`src/rtl/sram_arb_pkg.sv`:
```
// Shared types and address window for the SRAM data-port arbiter.
// The window constants are also used where the SRAM wrapper is instantiated.
package sram_arb_pkg;

  localparam logic [31:0] SRAM_BASE_ADDR = 32'h8000_0000;
  localparam logic [31:0] SRAM_END_ADDR  = 32'h8000_C000;

  typedef struct packed {
    logic [31:0] addr;
    logic        we;
    logic [3:0]  be;
    logic [31:0] wdata;
  } obi_req_t;

  // Owner/pointer index width; at least one bit so vectors stay legal.
  function automatic int idx_width(input int n);
    return (n > 1) ? $clog2(n) : 1;
  endfunction

endpackage

```
`src/rtl/rr_arbiter.sv`:
```
// Combinational round-robin pick: first requester at or above rr_ptr,
// wrapping modulo NUM_MASTERS.
module rr_arbiter
  import sram_arb_pkg::*;
#(
  parameter int NUM_MASTERS = 2,
  localparam int IDX_W = idx_width(NUM_MASTERS)
) (
  input  logic [NUM_MASTERS-1:0] req,
  input  logic [IDX_W-1:0]       rr_ptr,
  output logic [NUM_MASTERS-1:0] gnt,
  output logic [IDX_W-1:0]       idx,
  output logic                   valid
);

  logic [IDX_W:0] cand;

  always_comb begin
    gnt   = '0;
    idx   = '0;
    valid = 1'b0;
    cand  = '0;
    for (int i = 0; i < NUM_MASTERS; i++) begin
      cand = {1'b0, rr_ptr} + (IDX_W+1)'(i);
      if (cand >= (IDX_W+1)'(NUM_MASTERS)) begin
        cand = cand - (IDX_W+1)'(NUM_MASTERS);
      end
      if (!valid && req[cand[IDX_W-1:0]]) begin
        valid                 = 1'b1;
        idx                   = cand[IDX_W-1:0];
        gnt[cand[IDX_W-1:0]]  = 1'b1;
      end
    end
  end

endmodule

```
`src/rtl/sram_port_arbiter.sv`:
```
// Round-robin OBI arbiter sharing the SRAM data port; one transaction in flight,
// out-of-window accesses answered locally with an error response.
module sram_port_arbiter #(
  parameter int          NUM_MASTERS    = 2,
  parameter logic [31:0] SRAM_BASE_ADDR = sram_arb_pkg::SRAM_BASE_ADDR,
  parameter logic [31:0] SRAM_END_ADDR  = sram_arb_pkg::SRAM_END_ADDR
) (
  input  logic                      clk_i,
  input  logic                      rst_i,
  input  logic [NUM_MASTERS-1:0]    m_req_i,
  output logic [NUM_MASTERS-1:0]    m_gnt_o,
  input  logic [NUM_MASTERS*32-1:0] m_addr_i,
  input  logic [NUM_MASTERS-1:0]    m_we_i,
  input  logic [NUM_MASTERS*4-1:0]  m_be_i,
  input  logic [NUM_MASTERS*32-1:0] m_wdata_i,
  output logic [NUM_MASTERS-1:0]    m_rvalid_o,
  output logic [NUM_MASTERS-1:0]    m_err_o,
  output logic [31:0]               m_rdata_o,
  output logic                      s_req_o,
  output logic [31:0]               s_addr_o,
  output logic                      s_we_o,
  output logic [3:0]                s_be_o,
  output logic [31:0]               s_wdata_o,
  input  logic                      s_gnt_i,
  input  logic                      s_rvalid_i,
  input  logic [31:0]               s_rdata_i,
  output logic                      illegal_o
);

  import sram_arb_pkg::*;

  localparam int IDX_W = idx_width(NUM_MASTERS);

  // Word-granular window compare; byte offset bits never matter.
  function automatic logic in_window(input logic [29:0] word);
    return (word >= SRAM_BASE_ADDR[31:2]) && (word < SRAM_END_ADDR[31:2]);
  endfunction

  logic                   pending;
  logic                   err_pending;
  logic [IDX_W-1:0]       owner;
  logic [IDX_W-1:0]       rr_ptr;

  obi_req_t               reqs [NUM_MASTERS];
  obi_req_t               sel;
  logic [NUM_MASTERS-1:0] arb_gnt;
  logic [IDX_W-1:0]       arb_idx;
  logic                   arb_valid;
  logic                   legal;
  logic                   can_issue;
  logic                   issue;
  logic                   accept;
  logic                   resp_valid;

  for (genvar g = 0; g < NUM_MASTERS; g++) begin : g_unpack
    assign reqs[g] = '{addr:  m_addr_i[32*g +: 32],
                       we:    m_we_i[g],
                       be:    m_be_i[4*g +: 4],
                       wdata: m_wdata_i[32*g +: 32]};
  end

  rr_arbiter #(
    .NUM_MASTERS(NUM_MASTERS)
  ) u_rr (
    .req    (m_req_i),
    .rr_ptr (rr_ptr),
    .gnt    (arb_gnt),
    .idx    (arb_idx),
    .valid  (arb_valid)
  );

  assign sel       = reqs[arb_idx];
  assign legal     = in_window(sel.addr[31:2]);
  // Issuing in the response cycle keeps back-to-back throughput at one per cycle.
  assign can_issue = !pending || err_pending || s_rvalid_i;
  assign issue     = !rst_i && can_issue && arb_valid;
  assign accept    = issue && (!legal || s_gnt_i);
  assign resp_valid = !rst_i && pending && (err_pending || s_rvalid_i);

  assign s_req_o   = issue && legal;
  assign s_addr_o  = sel.addr;
  assign s_we_o    = sel.we;
  assign s_be_o    = sel.be;
  assign s_wdata_o = sel.wdata;
  assign m_gnt_o   = (issue && (!legal || s_gnt_i)) ? arb_gnt : '0;

  assign m_rvalid_o = resp_valid ? (NUM_MASTERS'(1) << owner) : '0;
  assign m_err_o    = (resp_valid && err_pending) ? (NUM_MASTERS'(1) << owner) : '0;
  assign m_rdata_o  = (resp_valid && !err_pending) ? s_rdata_i : '0;
  assign illegal_o  = resp_valid && err_pending;

  always_ff @(posedge clk_i) begin
    if (rst_i) begin
      pending     <= 1'b0;
      err_pending <= 1'b0;
      owner       <= '0;
      rr_ptr      <= '0;
    end else if (accept) begin
      pending     <= 1'b1;
      err_pending <= !legal;
      owner       <= arb_idx;
      rr_ptr      <= (arb_idx == IDX_W'(NUM_MASTERS-1)) ? '0 : arb_idx + 1'b1;
    end else if (resp_valid) begin
      pending     <= 1'b0;
      err_pending <= 1'b0;
    end
  end

endmodule
```
`config.mk`:
```
export PLATFORM = sky130hd
export DESIGN_NAME = sram_port_arbiter
export DESIGN_NICKNAME = d
export VERILOG_FILES = /design/src/rtl/sram_arb_pkg.sv /design/src/rtl/rr_arbiter.sv /design/src/rtl/sram_port_arbiter.sv
export SDC_FILE = /design/constraint.sdc
export NUM_CORES = 1
export LEC_CHECK = 0
export ABC_AREA = 1
export CORE_AREA = 2 2 112 114
export CTS_CLUSTER_DIAMETER = 60
export DETAILED_ROUTE_END_ITERATION = 8
export DIE_AREA = 0 0 114 116
export GPL_TIMING_DRIVEN = 0
export PLACE_DENSITY = 0.66
export SYNTH_ARGS = -nofsm -noshare
export SYNTH_HDL_FRONTEND = slang
export SYNTH_SLANG_ARGS = --single-unit
export TNS_END_PERCENT = 20
```
`constraint.sdc`:
```
create_clock -name clk_i -period 2.1 [get_ports clk_i]
set_input_delay 0.21 -clock clk_i [delete_from_list [all_inputs] [get_ports clk_i]]
set_output_delay 0.21 -clock clk_i [all_outputs]
set_load 0.01 [all_outputs]
```
; ---- Word level (Yosys, flattened, before mapping)
; Cells that the tools add are included.
[totals]
register_bits = 4
inputBits = 176
out_inout_bits = 109
[op_classes]
addsub = 4
n_lt_le_gt_ge = 9
shifts = 1
mux = 27
bitwise = 2
n_reduce_logical = 22
[op_table]
columns = operator, count
row1 = $mux W69, 3
row2 = $mux W32, 1
row3 = $ge A30 B30 Y1 const B, 1
row4 = $lt A30 B30 Y1 const B, 1
row5 = $mux W1, 16
row6 = $logic_and A1 B1 Y1, 12
row7 = $mux W2, 5
row8 = $logic_not A1 Y1, 5
row9 = $ge A2 B2 Y1 const B, 2
row10 = $logic_or A1 B1 Y1, 4
row11 = $lt A1 B2 Y1 const B, 2
row12 = $add A1 B1 Y2 const B, 1
row13 = $demux W1 S1, 2
row14 = $ge A1 B1 Y1 const B, 2
row15 = $ge A1 B2 Y1 const B, 1
row16 = $not A1 Y2, 1
row17 = $or A2 B2 Y2, 1
row18 = $reduce_bool A2 Y1, 1
row19 = $shl A1 B1 Y2 const A, 1
row20 = $sub A1 B1 Y1 const B, 2
row21 = $add A1 B1 Y1 const B, 1

; ---- Depth between registers and ports, before layout
; Gate-level depths: netlist of the first run.
[depth]
ltp_word = 18
mapped_depth = 14

; ---- Cells and area by module
; From an unflattened synthesis of the first run, not the netlist that was laid out.
[hier_totals]
hier_cells = 356
area_unflattened_um2 = 1532.7
[by_module_without_submodules]
columns = module, instances, cells_per_inst, area_per_inst_um2
row1 = sram_port_arbiter, 1, 349, 1502.7
row2 = rr_arbiter, 1, 7, 30.0

; ---- Worst setup path before layout of the first run
; No wires, ideal clock.
[synth_path]
path_kind = register to output
start = register rr_ptr
end = output port s_req_o
t_arrival_ns = 1.429
t_required_ns = 1.890
setup_slack_ns = 0.461
path_stages_with_launch = 13
path_cell_list = dfxtp_1 -> inv_1 -> nand2_2 -> nand2_4 -> inv_2 -> buf_6 -> nand2_1 -> nand2_1 -> nor2_1 -> nand2_1 -> nor2_2 -> nand2_1 -> nor3_1
[synth_via]
elab_chain_cells = 15
elab_cells_between_ends = 26
[synth_rtl]
columns = element, line_no
row1 = start: declaration, sram_port_arbiter.sv:42  ; logic [IDX_W-1:0] rr_ptr;
row2 = start signal: assignment, sram_port_arbiter.sv:102  ; rr_ptr <= (arb_idx == IDX_W'(NUM_MASTERS-1)) ? '0 : arb_idx + 1'b1;
row3 = $ge A1 B2 Y1 / $sub A1 B1 Y1 (equally long branches), "rr_arbiter.sv:25, rr_arbiter.sv:26"
row4 = $mux W1, rr_arbiter.sv:25  ; if (cand >= (IDX_W+1)'(NUM_MASTERS)) begin
row5 = $mux W1 (implied by the code) (2 in series), rr_arbiter.sv:28  ; if (!valid && req[cand[IDX_W-1:0]]) begin
row6 = $mux W1, rr_arbiter.sv:28
row7 = $logic_not A1 Y1, rr_arbiter.sv:28
row8 = $logic_and A1 B1 Y1, rr_arbiter.sv:28
row9 = $mux W1 *, rr_arbiter.sv:28
row10 = $not A1 Y2 (implied by the code) *, sram_port_arbiter.sv:72  ; assign sel = reqs[arb_idx];
row11 = $mux W69 (implied by the code) * (3 in series), sram_port_arbiter.sv:72
row12 = via s_addr_o[18], sram_port_arbiter.sv:20  ; output logic [31:0] s_addr_o,
row13 = $ge A30 B30 Y1 / $lt A30 B30 Y1 (equally long branches), sram_port_arbiter.sv:36  ; return (word >= SRAM_BASE_ADDR[31:2]) && (word < SRAM_END_ADDR[31:2]);
row14 = $logic_and A1 B1 Y1 *, sram_port_arbiter.sv:36
row15 = $logic_and A1 B1 Y1 *, sram_port_arbiter.sv:80  ; assign s_req_o = issue && legal;
row16 = end: declaration, sram_port_arbiter.sv:19  ; output logic s_req_o,
; The timed path passes the listed nets; every way through them passes the cells marked *. The select of a mux whose other input is x is not followed.

; ---- Final worst setup path of the first run
[layout_path]
start = input port s_rvalid_i
end = output port m_rdata_o[15]
[layout_via]
elab_chain_cells = 4
[layout_rtl]
columns = element, line_no
row1 = start: declaration, sram_port_arbiter.sv:25  ; input logic s_rvalid_i,
row2 = $logic_or A1 B1 Y1, sram_port_arbiter.sv:78  ; assign resp_valid = !rst_i && pending && (err_pending || s_rvalid_i);
row3 = $logic_and A1 B1 Y1, sram_port_arbiter.sv:78
row4 = $logic_and A1 B1 Y1, sram_port_arbiter.sv:89  ; assign m_rdata_o = (resp_valid && !err_pending) ? s_rdata_i : '0;
row5 = $mux W32, sram_port_arbiter.sv:89
row6 = end: declaration, sram_port_arbiter.sv:18  ; output logic [31:0] m_rdata_o,
; No other way between the ends.

==> results of run 1 <==
[metrics by stage]
step / TNS [ps] / hold WS (ps) / util (%) / power [mW]
after global placement: -31190 / 482 / 37.6 / 1.07
after CTS: -64.2 / 381 / 38.9 / 1.39
after global routing: -63.2 / 410 / 41.4 / 1.54
after floorplan: 0 / 279 / - / 0.398
after detailed placement: -30580 / 477 / 37.6 / 1.07
final: 0 / 380 / 41.4 / 1.44
[final cells by class]
cell class	instances	area, um^2	area share (%)
Inverter	47	184	3.73
Multi-Input combinational cell	281	1260	25.6
Sequential cell	4	81.3	1.65
Buffer	18	166	3.37
Tap cell	147	184	3.73
Timing Repair Buffer	294	2980	60.4
Clock buffer	3	75.1	1.52
[cell families after synthesis]
family / share of synthesized area, %
flops: 5.52
compound gates: 2.41
simple gates: 74.0
buf+inv: 18.1
[sequential cells by signal, indices dropped and copies added, names as in the netlist]
signal       cells
rr_ptr           1
owner            1
err_pending      1
pending          1
[placed cells by master, fill, tap and decap left out, drive strengths merged]
cell type	instances
dfxtp	4
dlygate4sd2	21
buf	25
nor3	2
nand3	13
nor2	52
clkdlybuf4s50	234
clkbuf	9
a21oi	4
o21ai	3
nand3b	1
inv	47
nand2	206
dlymetal6s2s	26
[worst register-to-register path: cells and delay by family (launching register included)]
family / cells / cell delay (ps)
flip-flops: 1 / 310
AND/OR/NAND/NOR: 10 / 870
buffers and inverters: 4 / 350
AO/OA/AOI/OAI: 1 / 120
[per-layer routing]
metal	track usage [%]	vias to the layer above	part of all wire (%)
met2	25.6	132	52
met5	0	-	0
met1	14.8	1269	40
li1	-	1610	-
met4	2.03	0	0.89
met3	2.93	8	7.3
[where the power goes]
| group | internal, mW | switching [mW] |
|---|---|---|
| registers | 0.0826 | 0.00362 |
| clock network | 0.243 | 0.0520 |
| logic | 0.646 | 0.413 |
| total | 0.972 | 0.469 |
[repair_timing]
action	4_1_cts	5_1_grt
resized for setup	73	78
gates cloned	0	2
endpoints found under the setup margin	90	68
buffers inserted	4	4
pin swaps	7	16
[how the worst max path moves through the flow]
stage / from / endpoint / slack (ps) / depth (start not counted)
floorplan: rr_ptr / s_req_o / 460 / 12
global placement: m_req_i[1] / s_req_o / -660 / 11
detailed placement: m_req_i[1] / s_req_o / -670 / 11
CTS: rr_ptr / m_gnt_o[1] / -30 / 13
global route: s_rvalid_i / m_rdata_o[2] / -30 / 7
finish: s_rvalid_i / m_rdata_o[15] / 40 / 7
==> results.py, run 1 <==
metrics = {
    "synth": {
        "syn_nets": 526,
        "synth_area_leader_cell": "nand2_1",
        "async_flop_share_pct": 0,
        "yosys-top-cells-area": "nand2_1, nor2_1, inv_1",
        "synth_common_cells": "nand2_1, nor2_1, inv_1, nand3_1, clkbuf_1",
        "synthDistinctLibCells": 18,
        "yosysMostFrequentCell": "nand2_1",
        "synthFlopType": "dfxtp_1",
        "yosysTopAreaCellShare_pct": 52.5,
        "synth-seq-cells": 4,
        "synthesis.instances": 350,
        "synth_warnings": 0,
        "syn_area_per_cell_um2": 4.15,
        "ys_seq_area_share_pct": 5.52,
        "synth_enable_flop_cells": 0,
        "syn-cell-area_um2": 1450,
    },
    "die": {
        "core_area_um2": 11900,
        "start_util_pct": 12.2,
        "pin_count": 285,
        "die_h_um": 116,
        "die_w_um": 114,
        "die_area_um2": 13200,
        "rows": 40,
    },
    "run_status": {
        "outcome": "finished clean",
    },
    "critical_path": {
        "reg2reg_depth": 15,
        "path_max_fanout": 10,
        "max_stage_delay_ps": 540,
        "timing.critical_path.slowest_stage_cell": "clkdlybuf4s50_1",
        "critPathLaunchType": "input pin",
        "crit_chain": "clkdlybuf4s50_1 -> nor2_1 -> nor3_2 -> nand2_2 -> clkbuf_4 -> nor2_1 -> clkdlybuf4s50_1",
        "required_ps": 1890,
        "endpoint_kind": "output port",
        "cp.buffers_inverters": 3,
        "rr_startpoint": "rr_ptr",
        "crit_type": "in2out",
        "cp_top_family": "buffers and inverters",
        "worstReg2RegEnd": "owner",
        "critPathArrivalTime_ps": 1850,
        "r2r_slack_ps": 360,
    },
    "finish": {
        "fin_nets": 825,
        "fillerInstances": 1271,
        "n_antenna_cell": 0,
        "final-instance-count-excl-fill": 794,
        "final_cell_area_um2": 4940,
        "area_growth_pct": 240,
        "layout-drive-gt1-share_pct": 11.3,
    },
    "timing": {
        "hold_viol_final": 0,
        "max_freq_mhz": 486,
        "fin_crit_sh_pct": 98.0,
        "worst_pin_slew_ps": 422,
        "setup_violations": 0,
        "drv_slew": 0,
        "clock_skew_ps": 2.28,
        "fin_crit_ps": 2060,
        "slew_headroom_pct": 71.7,
        "worst_slack_ps": 41.7,
        "rsz0062_at_grt": "yes",
    },
    "detailed_routing": {
        "via_count": 3019,
        "wire_per_inst_um": 12.3,
        "dr.pass1.iters": 4,
        "ant_nets": 0,
        "wl_mm": 9.81,
        "avgViaCountPerCell": 3.80,
        "drt_iter0_markers": 52,
        "remaining_drc_errors": 0,
    },
    "clocking": {
        "numCtsBuffers": 3,
        "cts.sinks": 4,
        "clk_path_buf_depth": 2,
        "insertion_delay_ps": 220,
        "cts-htree-levels": 1,
        "cts_tree": "built",
        "cts.clk_slew.worst_paths_ps": 30,
        "cts_hold_buf": 0,
        "cts_root_buf": "clkbuf_16",
    },
    "hold_path": {
        "hold_end": "err_pending",
        "hold_class": "in2reg",
        "hp-start": "rst_i",
        "min_path_cells": 2,
    },
    "grt": {
        "grt_pass1_wl_mm": 14.0,
        "grt_pass1_vias": 2983,
        "grt.total_usage_pct": 13.1,
        "grt-ovfl-total": 0,
        "grt_max_degree": 11,
        "antenna_found_initial": 0,
    },
    "placed_design": {
        "routabilityCongestion": 0.813,
        "dp_slack_ps": -667,
        "numPortBuffers": 284,
        "placed_cells": 781,
        "dp_hpwl_mm": 8.34,
        "placed_area_um2": 4480,
    },
    "run": {
        "cap_violations": 0,
    },
    "power_and_ir_drop": {
        "peakVddDrop_mv": 0.192,
        "leakagePower_nw": 2.80,
        "power.density_nw_per_um2": 292,
    },
}
Power figures use the tool's default switching activity.
==> inputs of run 2 (changes only) <==
--- a/config.mk
+++ b/config.mk
@@ -12,6 +12,7 @@
 export DIE_AREA = 0 0 114 116
 export GPL_TIMING_DRIVEN = 0
 export PLACE_DENSITY = 0.66
+export REMOVE_ABC_BUFFERS = 1
 export SYNTH_ARGS = -nofsm -noshare
 export SYNTH_HDL_FRONTEND = slang
 export SYNTH_SLANG_ARGS = --single-unit
==> results.py, run 2 (same netlist as run 1, synthesis figures left out) <==
metrics = {
    "run_status": {
        "outcome": "finished with violations",
        "violations": "setup timing",
    },
    "grt": {
        "grt_pass1_vias": 2872,
        "antenna_found_initial": 1,
        "grt.total_usage_pct": 14.1,
        "grt-ovfl-total": 0,
        "grt_max_degree": 37,
        "grt_pass1_wl_mm": 14.6,
    },
    "hold_path": {
        "hold_class": "in2reg",
    },
    "finish": {
        "final-instance-count-excl-fill": 789,
        "finalCoreUtilization_pct": 41.9,
        "final_common_cell": "clkdlybuf4s50_1",
        "fin_nets": 819,
        "area_growth_pct": 244,
        "layout_common_cells": "clkdlybuf4s50_1, nand2_1, dlymetal6s2s_1, inv_1, nor2_1",
        "layout-drive-gt1-share_pct": 11.1,
    },
    "timing": {
        "whs_ps": 429,
        "worst_slack_ps": -3.46,
        "worst_pin_slew_ps": 480,
        "slew_headroom_pct": 67.9,
        "rsz0062_at_grt": "yes",
        "fin_setup_tns_ps": -3.46,
        "fin_crit_ps": 2100,
        "setup_violations": 1,
        "drv_slew": 0,
        "fin_crit_sh_pct": 100,
        "max_freq_mhz": 475,
        "hold_viol_final": 0,
        "clock_skew_ps": 2.17,
    },
    "critical_path": {
        "endpoint_kind": "output port",
        "path_max_fanout": 8,
        "critPathArrivalTime_ps": 1890,
        "critPathLaunchType": "register",
        "required_ps": 1890,
        "crit_type": "reg2out",
    },
    "detailed_routing": {
        "ant_nets": 0,
        "wl_mm": 10.5,
        "via_count": 2997,
        "avgViaCountPerCell": 3.80,
        "remaining_drc_errors": 0,
        "wire_per_inst_um": 13.4,
        "drt_iter0_markers": 89,
        "dr.pass1.iters": 4,
    },
    "placed_design": {
        "placed_cells": 763,
        "dp_hpwl_mm": 7.62,
        "numPortBuffers": 284,
        "routabilityCongestion": 0.790,
    },
    "die": {
        "die_area_um2": 13200,
        "start_util_pct": 12.2,
        "core_area_um2": 11900,
        "pin_count": 285,
        "die_h_um": 116,
        "rows": 40,
        "die_w_um": 114,
    },
    "run": {
        "cap_violations": 0,
    },
    "clocking": {
        "clk_path_buf_depth": 2,
        "cts-htree-levels": 1,
        "cts_root_buf": "clkbuf_16",
        "insertion_delay_ps": 230,
        "cts_tree": "built",
        "cts.sinks": 4,
        "cts_hold_buf": 0,
        "cts.clk_slew.worst_paths_ps": 30,
        "numCtsBuffers": 3,
    },
    "power_and_ir_drop": {
        "power.density_nw_per_um2": 291,
        "p_total_mw": 1.45,
        "peakVddDrop_mv": 0.177,
        "leakagePower_nw": 3.04,
    },
}
-- run 2: final cells by class --
type                    count  area, um^2
multi-input cells         284        1330
flip-flops and latches      4        81.3
clock buffers               3        75.1
repair buffers            302        3110
inverters                  47         193
fillers                  1216        6920
well taps                 147         184
repair inverters            1        20.0
diodes                      1        2.50
-- run 2: layer usage --
layer	global-route usage (%)	part of all wire [%]	routed length [um]
met2	26.4	52	5520
met4	3.33	1.1	113
met5	0	0	0
met1	16.5	40	4220
met3	3.03	6.4	675
-- run 2: worst max-delay path: stages (launching register included) --
cell and delay, ps:
dfxtp_2 320, inv_2 40, nand2_4 110, nand2_8 110, buf_12 180, nand2_4 60, nand2_4 50, nor2_4 130
nand3_2 100, nor2_4 150, nand2_2 90, nor3_2 170, buf_2 160
-- run 2: where the power goes --
part / switching [mW] / internal [mW] / total, mW
Sequential: 0.00382 / 0.0825 / 0.0863
Combinational: 0.433 / 0.628 / 1.06
Clock: 0.0605 / 0.244 / 0.304
-- run 2: stage by stage --
step	setup WS, ps	area (um^2)
final	-3.46	4990
after detailed placement	-2220	4390
after floorplan	-260	1370
after global routing	-135	4990
after CTS	-19.9	4720
after global placement	-2230	4390
-- run 2: repair_timing --
| item | CTS | global route |
|---|---|---|
| buffers inserted | 15 | 3 |
| gates resized for setup | 68 | 84 |
| pin swaps | 15 | 17 |
| endpoints found under the setup margin | 110 | 43 |
| cloned | 3 | 1 |
-- run 2: worst paths after layout --
path,endpoint,startpoint,cells past startpoint,slack [ps]
worst min register to register,rr_ptr,rr_ptr,2,480
worst max-delay path,s_req_o,rr_ptr,12,-3
worst max register to register,rr_ptr,rr_ptr,15,270
worst min-delay path,err_pending,rst_i,2,430
